[config.mk]
export PLATFORM = sky130hd
export DESIGN_NAME = write_back_stage
export DESIGN_NICKNAME = d
export VERILOG_FILES = /design/src/rtl/wb_pkg.sv /design/src/rtl/load_aligner.sv /design/src/rtl/write_back_stage.sv
export SDC_FILE = /design/constraint.sdc
export NUM_CORES = 1
export LEC_CHECK = 0
export ABC_AREA = 1
export CAP_MARGIN = 20
export CORE_AREA = 4 4 100 102
export CTS_BUF_LIST = sky130_fd_sc_hd__clkbuf_8
export DETAILED_ROUTE_END_ITERATION = 8
export DIE_AREA = 0 0 104 106
export PLACE_DENSITY = 0.85
export SKIP_CTS_REPAIR_TIMING = 1
export SYNTH_ARGS = -nofsm -noshare
export SYNTH_HDL_FRONTEND = slang
export SYNTH_SLANG_ARGS = --single-unit
[constraint.sdc]
create_clock -name clk -period 2.86 [get_ports clk]
set_input_delay 0.572 -clock clk [delete_from_list [all_inputs] [get_ports clk]]
set_output_delay 0.572 -clock clk [all_outputs]
set_load 0.05 [all_outputs]
[src/rtl/wb_pkg.sv]
// Shared encodings for the write-back stage: load formats and the
// bit positions inside the writeBackControl bundle.
package wb_pkg;

    typedef enum logic [2:0] {
        LOAD_WORD   = 3'b000,
        LOAD_BYTE_S = 3'b001,
        LOAD_HALF_S = 3'b010,
        LOAD_BYTE_U = 3'b101,
        LOAD_HALF_U = 3'b110
    } loadFormat_t;

    localparam int WB_REG_WRITE  = 1;
    localparam int WB_MEM_TO_REG = 0;

endpackage

[src/rtl/load_aligner.sv]
// Combinational load alignment: picks the addressed byte/half lane, extends
// it to 32 bits and flags accesses that are misaligned or use a reserved format.
module load_aligner
    import wb_pkg::*;
#(
    parameter bit BIG_ENDIAN = 1'b1
) (
    input  logic [31:0] memReadData,
    input  logic [2:0]  loadFormat,
    input  logic [1:0]  byteOffset,
    output logic [31:0] alignedData,
    output logic        misaligned
);

    logic [1:0]  byteLane;
    logic        halfLane;
    logic [7:0]  loadByte;
    logic [15:0] loadHalf;

    // Big-endian puts offset 0 in the most significant lane, so the lane index is inverted.
    assign byteLane = BIG_ENDIAN ? ~byteOffset    : byteOffset;
    assign halfLane = BIG_ENDIAN ? ~byteOffset[1] : byteOffset[1];
    assign loadByte = memReadData[{byteLane, 3'b000} +: 8];
    assign loadHalf = memReadData[{halfLane, 4'b0000} +: 16];

    always_comb begin
        // NOTE: defaults first so every path assigns every output and no latch is inferred.
        alignedData = memReadData;
        misaligned  = 1'b0;
        case (loadFormat)
            LOAD_WORD:   misaligned  = (byteOffset != 2'b00);
            LOAD_BYTE_S: alignedData = {{24{loadByte[7]}}, loadByte};
            LOAD_BYTE_U: alignedData = {24'h00_0000, loadByte};
            LOAD_HALF_S: begin
                alignedData = {{16{loadHalf[15]}}, loadHalf};
                misaligned  = byteOffset[0];
            end
            LOAD_HALF_U: begin
                alignedData = {16'h0000, loadHalf};
                misaligned  = byteOffset[0];
            end
            default:     misaligned  = 1'b1;
        endcase
    end

endmodule

[src/rtl/write_back_stage.sv]
// MEM/WB pipeline register with write-back data selection, retired-instruction
// counting and misaligned-load reporting toward the register-file write port.
module write_back_stage
    import wb_pkg::*;
#(
    parameter int REG_ADDR_WIDTH = 5,
    parameter int COUNT_WIDTH    = 32,
    parameter bit BIG_ENDIAN     = 1'b1
) (
    input  logic                      clk,
    input  logic                      reset,
    input  logic                      stall,
    input  logic                      flush,
    input  logic                      inValid,
    input  logic [1:0]                writeBackControl,
    input  logic [2:0]                loadFormat,
    input  logic [1:0]                byteOffset,
    input  logic [31:0]               memReadData,
    input  logic [31:0]               aluResult,
    input  logic [REG_ADDR_WIDTH-1:0] writeRegisterIn,
    output logic                      regWrite,
    output logic [REG_ADDR_WIDTH-1:0] writeRegister,
    output logic [31:0]               writeData,
    output logic                      alignError,
    output logic                      alignErrorSticky,
    output logic [COUNT_WIDTH-1:0]    retiredCount
);

    logic [31:0] alignedData;
    logic        alignerMisaligned;
    logic        misaligned;
    logic [31:0] selectedData;
    logic        validQ;
    logic        regWriteCtlQ;
    logic        suppressQ;

    load_aligner #(.BIG_ENDIAN(BIG_ENDIAN)) aligner (
        .memReadData (memReadData),
        .loadFormat  (loadFormat),
        .byteOffset  (byteOffset),
        .alignedData (alignedData),
        .misaligned  (alignerMisaligned)
    );

    // Alignment only matters when the load data is actually being written back.
    assign misaligned   = writeBackControl[WB_MEM_TO_REG] & alignerMisaligned;
    assign selectedData = writeBackControl[WB_MEM_TO_REG] ? alignedData : aluResult;

    always_ff @(posedge clk) begin
        // NOTE: non-blocking assignments keep every register sampling pre-edge values.
        if (reset) begin
            validQ           <= 1'b0;
            regWriteCtlQ     <= 1'b0;
            suppressQ        <= 1'b0;
            writeRegister    <= '0;
            writeData        <= '0;
            alignError       <= 1'b0;
            alignErrorSticky <= 1'b0;
            retiredCount     <= '0;
        end else if (flush) begin
            validQ        <= 1'b0;
            regWriteCtlQ  <= 1'b0;
            suppressQ     <= 1'b0;
            writeRegister <= '0;
            writeData     <= '0;
            alignError    <= 1'b0;
        end else if (!stall) begin
            validQ           <= inValid;
            regWriteCtlQ     <= writeBackControl[WB_REG_WRITE];
            suppressQ        <= misaligned;
            writeRegister    <= writeRegisterIn;
            writeData        <= selectedData;
            alignError       <= inValid & misaligned;
            alignErrorSticky <= alignErrorSticky | (inValid & misaligned);
            if (inValid) begin
                retiredCount <= retiredCount + COUNT_WIDTH'(1);
            end
        end
    end

    // r0 is hard-wired, so a write to it is never requested.
    assign regWrite = validQ & regWriteCtlQ & ~suppressQ & (writeRegister != '0);

endmodule

==> reports/metrics.yaml <==
worstMarginPinSlew_ns: 0.630
die_h_um: 106
yosysWarnings: 0
leakagePower_nw: 2.44
setup_slack_ns: 0.176
layout_commonest_cell: "nand2_1"
hpwl_um: 11600
grt_overflow: 0
vias: 5295
tritoncts: "yes"
core_area_um2: 9110
clk_latency_ns: 0.35
cts_buffers: 9
internal_power_mw: 1.73
min_period_ns: 2.68
layout_common_cells: "231 x nand2_1, 152 x clkdlybuf4s50_1, 99 x a21oi_1, 83 x nor2_1, 74 x dfxtp_1"
grt_pass1_vias: 5149
seqPwrFrac: 0.436
crit_chain: "or4_1 > o21ai_0 > inv_1 > clkdlybuf4s50_1"
die_w_um: 104
min_from: "regWriteCtlQ$_SDFFE_PP0N_"
power_density_nw_per_um2: 394
io_buffers: 152
path_class: "flip-flop to output port"
fin_crit_sh: 0.938
dr.pass1.iters: 5
routedWlPerCell_um: 15.2
root_buffer: "clkbuf_8"
r2r_start: "retiredCount[0]$_SDFFE_PP0P_"
ant_nets: 0
gp_congestion: 0.890
end_kind: "output port"
pwr-share-clk: 0.346
cts_max_level: 3
synth_edf_count: 0
routed_wirelength_um: 14800
clkSinkCount: 74
cp_data_required_time_ns: 2.29
clkTransAtPathRegs_ns: 0.08
slew_viol_final: 0
rows: 35
ys_seq_area_frac: 0.334
cts_buffer_depth: 2
cp_slowest_cell: "clkdlybuf4s50_1"
area_growth_pct: 41.0
grt_first_pass_wirelength_um: 24300
cp-start-kind: "flip-flop"
p_comb_frac: 0.217
hold_class: "flip-flop to flip-flop"
diodes: 0
max-cap-violations: 0
r2r_cells: 9
drive_above_1_share: 0.0659
setup_viol: 0
status: "completed"
vdd_drop_max_uv: 258
grt_use_total: 0.268
nNetsFinal: 946
async_flop_share: 0
pre_cts_ws_ns: 0.465
rsz0062_at_grt: "no"
drt_iter0_drc: 299
synth_ff_type: "dfxtp_1"
start_util: 0.487
yosys_register_bits: 74
route.detailed.drc: 0
grt_max_degree: 50
synth_cells: 720
syn_avg_cell_area_um2: 6.17
antenna_found_initial: 0
startpoint: "writeRegister[0]$_SDFFE_PP0N_"
num_io_pins: 153
fin_skew_ns: 0.00906
syn-num-nets: 805
synth_area_um2: 4440
report.final.hold_viol_count: 0
max-slew-margin-rel: 0.579
avgViaCountPerCell: 5.43
max_freq_mhz: 373
swShare: 0.298
crit_fanout: 3
slowest_delay_ns: 0.72
die_area_um2: 11000
whs_path_depth: 2
worstPathArrival_ns: 2.11
synth_cell_types: 35
tns_ns: 0
p_sw_mw: 0.735
## final cells by class
class | instances | area [um^2]
inverters | 60 | 234
clock inverters | 4 | 51.3
well taps | 111 | 139
fillers | 818 | 2850
clock buffers | 11 | 151
multi-input cells | 552 | 2570
flip-flops and latches | 74 | 1480
repair buffers | 164 | 1630
## metal layers
layer | part of all wire | global-route usage | vias to the layer above
met5 | 0 | 0 | -
met4 | 0.029 | 0.119 | 0
met3 | 0.10 | 0.0911 | 35
met2 | 0.47 | 0.451 | 270
met1 | 0.40 | 0.310 | 2380
li1 | - | - | 2610
## synthesized netlist by cell type, types with 2 or more instances
library cell	number	area [um^2]
a21oi_1	99	495
buf_2	5	25.0
buf_6	3	33.8
clkbuf_1	25	93.8
dfxtp_1	74	1480
ha_1	4	50.1
inv_1	54	203
inv_2	2	7.51
nand2_1	231	867
nand2_2	5	31.3
nand2_4	2	22.5
nand3_1	26	130
nand3_2	3	30.0
nand4_1	6	37.5
nor2_1	84	315
nor2_2	3	18.8
nor2_4	7	78.8
nor3_1	3	15.0
o211ai_1	9	67.6
o21ai_0	59	295
o21ai_1	2	10.0
## final timing paths
path	slack, ns	end
max	0.18	regWrite
min	0.47	regWriteCtlQ$_SDFFE_PP0N_
max reg2reg	1.27	retiredCount[28]$_SDFFE_PP0P_
min reg2reg	0.47	regWriteCtlQ$_SDFFE_PP0N_
## cell families (layout without fill, tap and decap cells)
| kind of cell | count (synthesis) | after routing | share of synthesized area |
|---|---|---|---|
| flops | 74 | 74 | 0.334 |
| xor+xnor | 1 | 1 | 0.00197 |
| compound gates | 173 | 173 | 0.203 |
| simple gates | 374 | 374 | 0.362 |
| fa+ha+maj | 4 | 4 | 0.0113 |
| buf+inv | 94 | 239 | 0.0879 |
## power by group through the flow
stage | logic (mW) | clock network, mW | registers [mW]
2_1_floorplan | 0.213 | 0 | 1.18
3_3_place_gp | 0.524 | 0 | 1.10
3_5_place_dp | 0.532 | 0 | 1.10
4_1_cts | 0.534 | 0.864 | 1.07
5_1_grt | 0.581 | 0.911 | 1.08
6_report | 0.536 | 0.853 | 1.07
## sequential cells by signal, indices dropped and copies added (netlist names)
register / count
suppressQ: 1
alignErrorSticky: 1
writeRegister: 5
regWriteCtlQ: 1
writeData: 32
validQ: 1
retiredCount: 32
alignError: 1
## critical path, delay by kind of cell (launching register included)
| kind | cells | cell delay (ns) |
|---|---|---|
| AO/OA/AOI/OAI | 1 | 0.16 |
| buffers and inverters | 2 | 0.78 |
| flip-flops | 1 | 0.33 |
| AND/OR/NAND/NOR | 1 | 0.50 |
## metrics by stage
stage	std cells	hold WS [ns]	area, um^2	utilization	power, mW
after detailed placement	961	0.456	6060	0.665	1.63
after global routing	976	0.487	6260	0.687	2.57
after CTS	976	0.467	6260	0.687	2.47
after global placement	960	0.455	6030	0.662	1.62
after floorplan	720	0.445	4440	-	1.39
final	976	0.469	6260	0.687	2.46
Power figures use the tool's default switching activity.
==> edit, RTL diff (config.mk and constraints unchanged) <==
Register the output `retiredCount` once more, cleared by the reset; this adds one clock of latency there. The other outputs are not delayed to match.
--- a/src/rtl/write_back_stage.sv
+++ b/src/rtl/write_back_stage.sv
@@ -26,4 +26,6 @@
     output logic [COUNT_WIDTH-1:0]    retiredCount
 );
+
+    logic [COUNT_WIDTH-1:0] retiredCount_s0;
 
     logic [31:0] alignedData;
@@ -57,5 +59,5 @@
             alignError       <= 1'b0;
             alignErrorSticky <= 1'b0;
-            retiredCount     <= '0;
+            retiredCount_s0  <= '0;
         end else if (flush) begin
             validQ        <= 1'b0;
@@ -74,5 +76,5 @@
             alignErrorSticky <= alignErrorSticky | (inValid & misaligned);
             if (inValid) begin
-                retiredCount <= retiredCount + COUNT_WIDTH'(1);
+                retiredCount_s0 <= retiredCount_s0 + COUNT_WIDTH'(1);
             end
         end
@@ -82,4 +84,12 @@
     assign regWrite = validQ & regWriteCtlQ & ~suppressQ & (writeRegister != '0);
 
+    always_ff @(posedge clk) begin
+        if (reset) begin
+            retiredCount <= '0;
+        end else begin
+            retiredCount <= retiredCount_s0;
+        end
+    end
+
 endmodule
 
Check against the original RTL: not equivalent (Yosys sat finds a counterexample within 4 cycles, from zero or initial values and one cycle with reset high).
==> edit against the unedited design <==
Clock skew increased by 0.0079 ns. Cell count up 6.8%. Power grew 26%. Sequential cell count rose by 32. Register-to-register slack worse by 0.21 ns. Final area grew 14%. Global-route usage rose by 3.7 points. Critical path type unchanged. Area after synthesis increased by 20%. Worst setup slack gained 0.12 ns. Wire length grew 13%.
==> edit: results (changes against the unedited design) <==
synth:
  ys_seq_area_frac: 0.400  # +0.0659
  synthTopCellsByCount: "225 x nand2_1, 106 x dfxtp_1, 93 x a21oi_1, 90 x nor2_1, 67 x inv_1"
  yosys.area_share.xor_xnor: 0.00495  # +0.00298
  yosys-top-cells-area: "dfxtp_1 40%, nand2_1 16%, a21oi_1 8.8%"
  synthAdderAreaFrac: 0.00943  # -0.00185
  synthMuxAreaShare: 0  # unchanged
  yosys_warnings: 0  # unchanged
  ys_async_sr_fraction: 0  # unchanged
  synth_nets: 873  # +8.4%
  synthDistinctLibCells: 36  # +2.9%
  synth_compound_area_frac: 0.190  # -0.0130
setup_path:
  rrSetupSlack_ns: 1.06  # -0.21 ns
  slowest_delay_ns: 0.71
  cp_data_arrival_time_ns: 1.99  # -0.12 ns
global_route:
  track_usage: 0.305  # +0.0370
  use_met1: 0.378  # +0.0685
  antenna_found_initial: 0  # unchanged
  grt_pass1_vias: 5712  # +11%
  grt_busiest_layer: "met2"
  gr-usage-met2: 0.522  # +0.0706
  met3_usage: 0.0771  # -0.0140
  grt_pass1_wl_mm: 27.4  # +13%
  grt_max_degree: 58  # +16%
finish:
  final_layout_size_suffix_gt1_frac: 0.0838  # +0.0179
  final_nets: 1011  # +6.9%
  num-fill-cells: 689  # -16%
  reg_top3: "retiredCount (32), retiredCount_s0 (32), writeData (32)"
  antenna_cells: 0  # unchanged
routing:
  dr.pass1.iters: 5  # unchanged
  wl_per_cell_um: 16.1  # +6.2%
  vias: 5755  # +8.7%
  drt_iter0_drc: 313  # +4.7%
power:
  peakVddDrop_uv: 283  # +9.4%
  power_leakage_nw: 2.80  # +15%
timing:
  tns_ns: 0  # unchanged
  hold_viol: 0  # unchanged
  tightest_slew_ns: 0.592  # -0.0385 ns
  finalClockSkew_ns: 0.0169  # +0.00787 ns
worst_hold_path:
  hold_class: "flop to flop"
placed_design:
  gp_congestion: 0.941  # +5.7%
  place_hpwl_mm: 12.6  # +9.1%
clock_tree:
  htreeDepth: 3  # unchanged
  insertion_delay_ns: 0.39  # +0.04 ns
  clk_path_buf_depth: 2  # unchanged
  cts.clk_slew.worst_paths_ns: 0.11  # +0.03 ns
  cts_root_buf: "clkbuf_8"
status:
  status: "complete, no violations"
edit: cell count changes in the layout (fill, tap and decap cells not counted), sizes merged, moves of 6 or more:
| cell | before | now |
|---|---|---|
| inv | 58 | 76 |
| nand3 | 29 | 20 |
| nand2 | 238 | 232 |
| dfxtp | 74 | 106 |
| or2 | 0 | 18 |
| o211ai | 9 | 16 |
edit: final timing paths:
kind / from / endpoint / depth (start not counted)
setup reg to reg: retiredCount_s0[1]$_SDFFE_PP0P_ / retiredCount_s0[18]$_SDFFE_PP0P_ / 8
hold reg to reg: validQ$_SDFFE_PP0N_ / validQ$_SDFFE_PP0N_ / 2
hold / removal: validQ$_SDFFE_PP0N_ / validQ$_SDFFE_PP0N_ / 2
setup / recovery: writeRegister[0]$_SDFFE_PP0N_ / regWrite / 5
edit: cell families (layout without fill, tap and decap cells):
kind of cell,Yosys count,after routing
buffers and inverters,108,251
DFF,106,106
and+or+nand+nor,383,383
xor gates and xnor gates,3,3
adders and majority gates,4,4
AOI/OAI and AO/OA,184,184
edit: final cells by class:
type,count,area (um^2),share of cell area
Clock inverter,7,90.1,0.0127
Multi-Input combinational cell,574,2750,0.387
Clock buffer,9,124,0.0174
Inverter,70,263,0.0370
Timing Repair Buffer,165,1620,0.228
Tap cell,111,139,0.0195
Sequential cell,106,2120,0.299
edit: metal layers:
metal  vias up  share of wire
met4         0          0.029
met2       267           0.46
met3        39          0.076
met5         -              0
met1      2640           0.43
li1       2809              -
edit: power by group:
group | total [W] | leakage [nW] | switching [W] | internal, W
combinational | 0.000551 | 1.83 | 0.000322 | 0.000228
sequential | 0.00152 | 0.859 | 0.0000168 | 0.00150
clock | 0.00103 | 0.111 | 0.000598 | 0.000434
edit: per-stage QoR:
step | setup WS (ns) | cells | hold slack (ns) | area [um^2] | utilization
after floorplan | 1.03 | 788 | 0.434 | 5310 | -
after global placement | 0.556 | 1026 | 0.451 | 6890 | 0.757
after detailed placement | 0.464 | 1026 | 0.458 | 6890 | 0.757
after CTS | 0.284 | 1042 | 0.475 | 7110 | 0.780
after global routing | 0.148 | 1042 | 0.497 | 7110 | 0.780
final | 0.295 | 1042 | 0.473 | 7110 | 0.780
edit: critical path: cells and delay by family, from the launching register on:
kind | cells | cell delay [ns]
flops | 1 | 0.34
buf+inv | 2 | 0.75
simple gates | 3 | 0.53
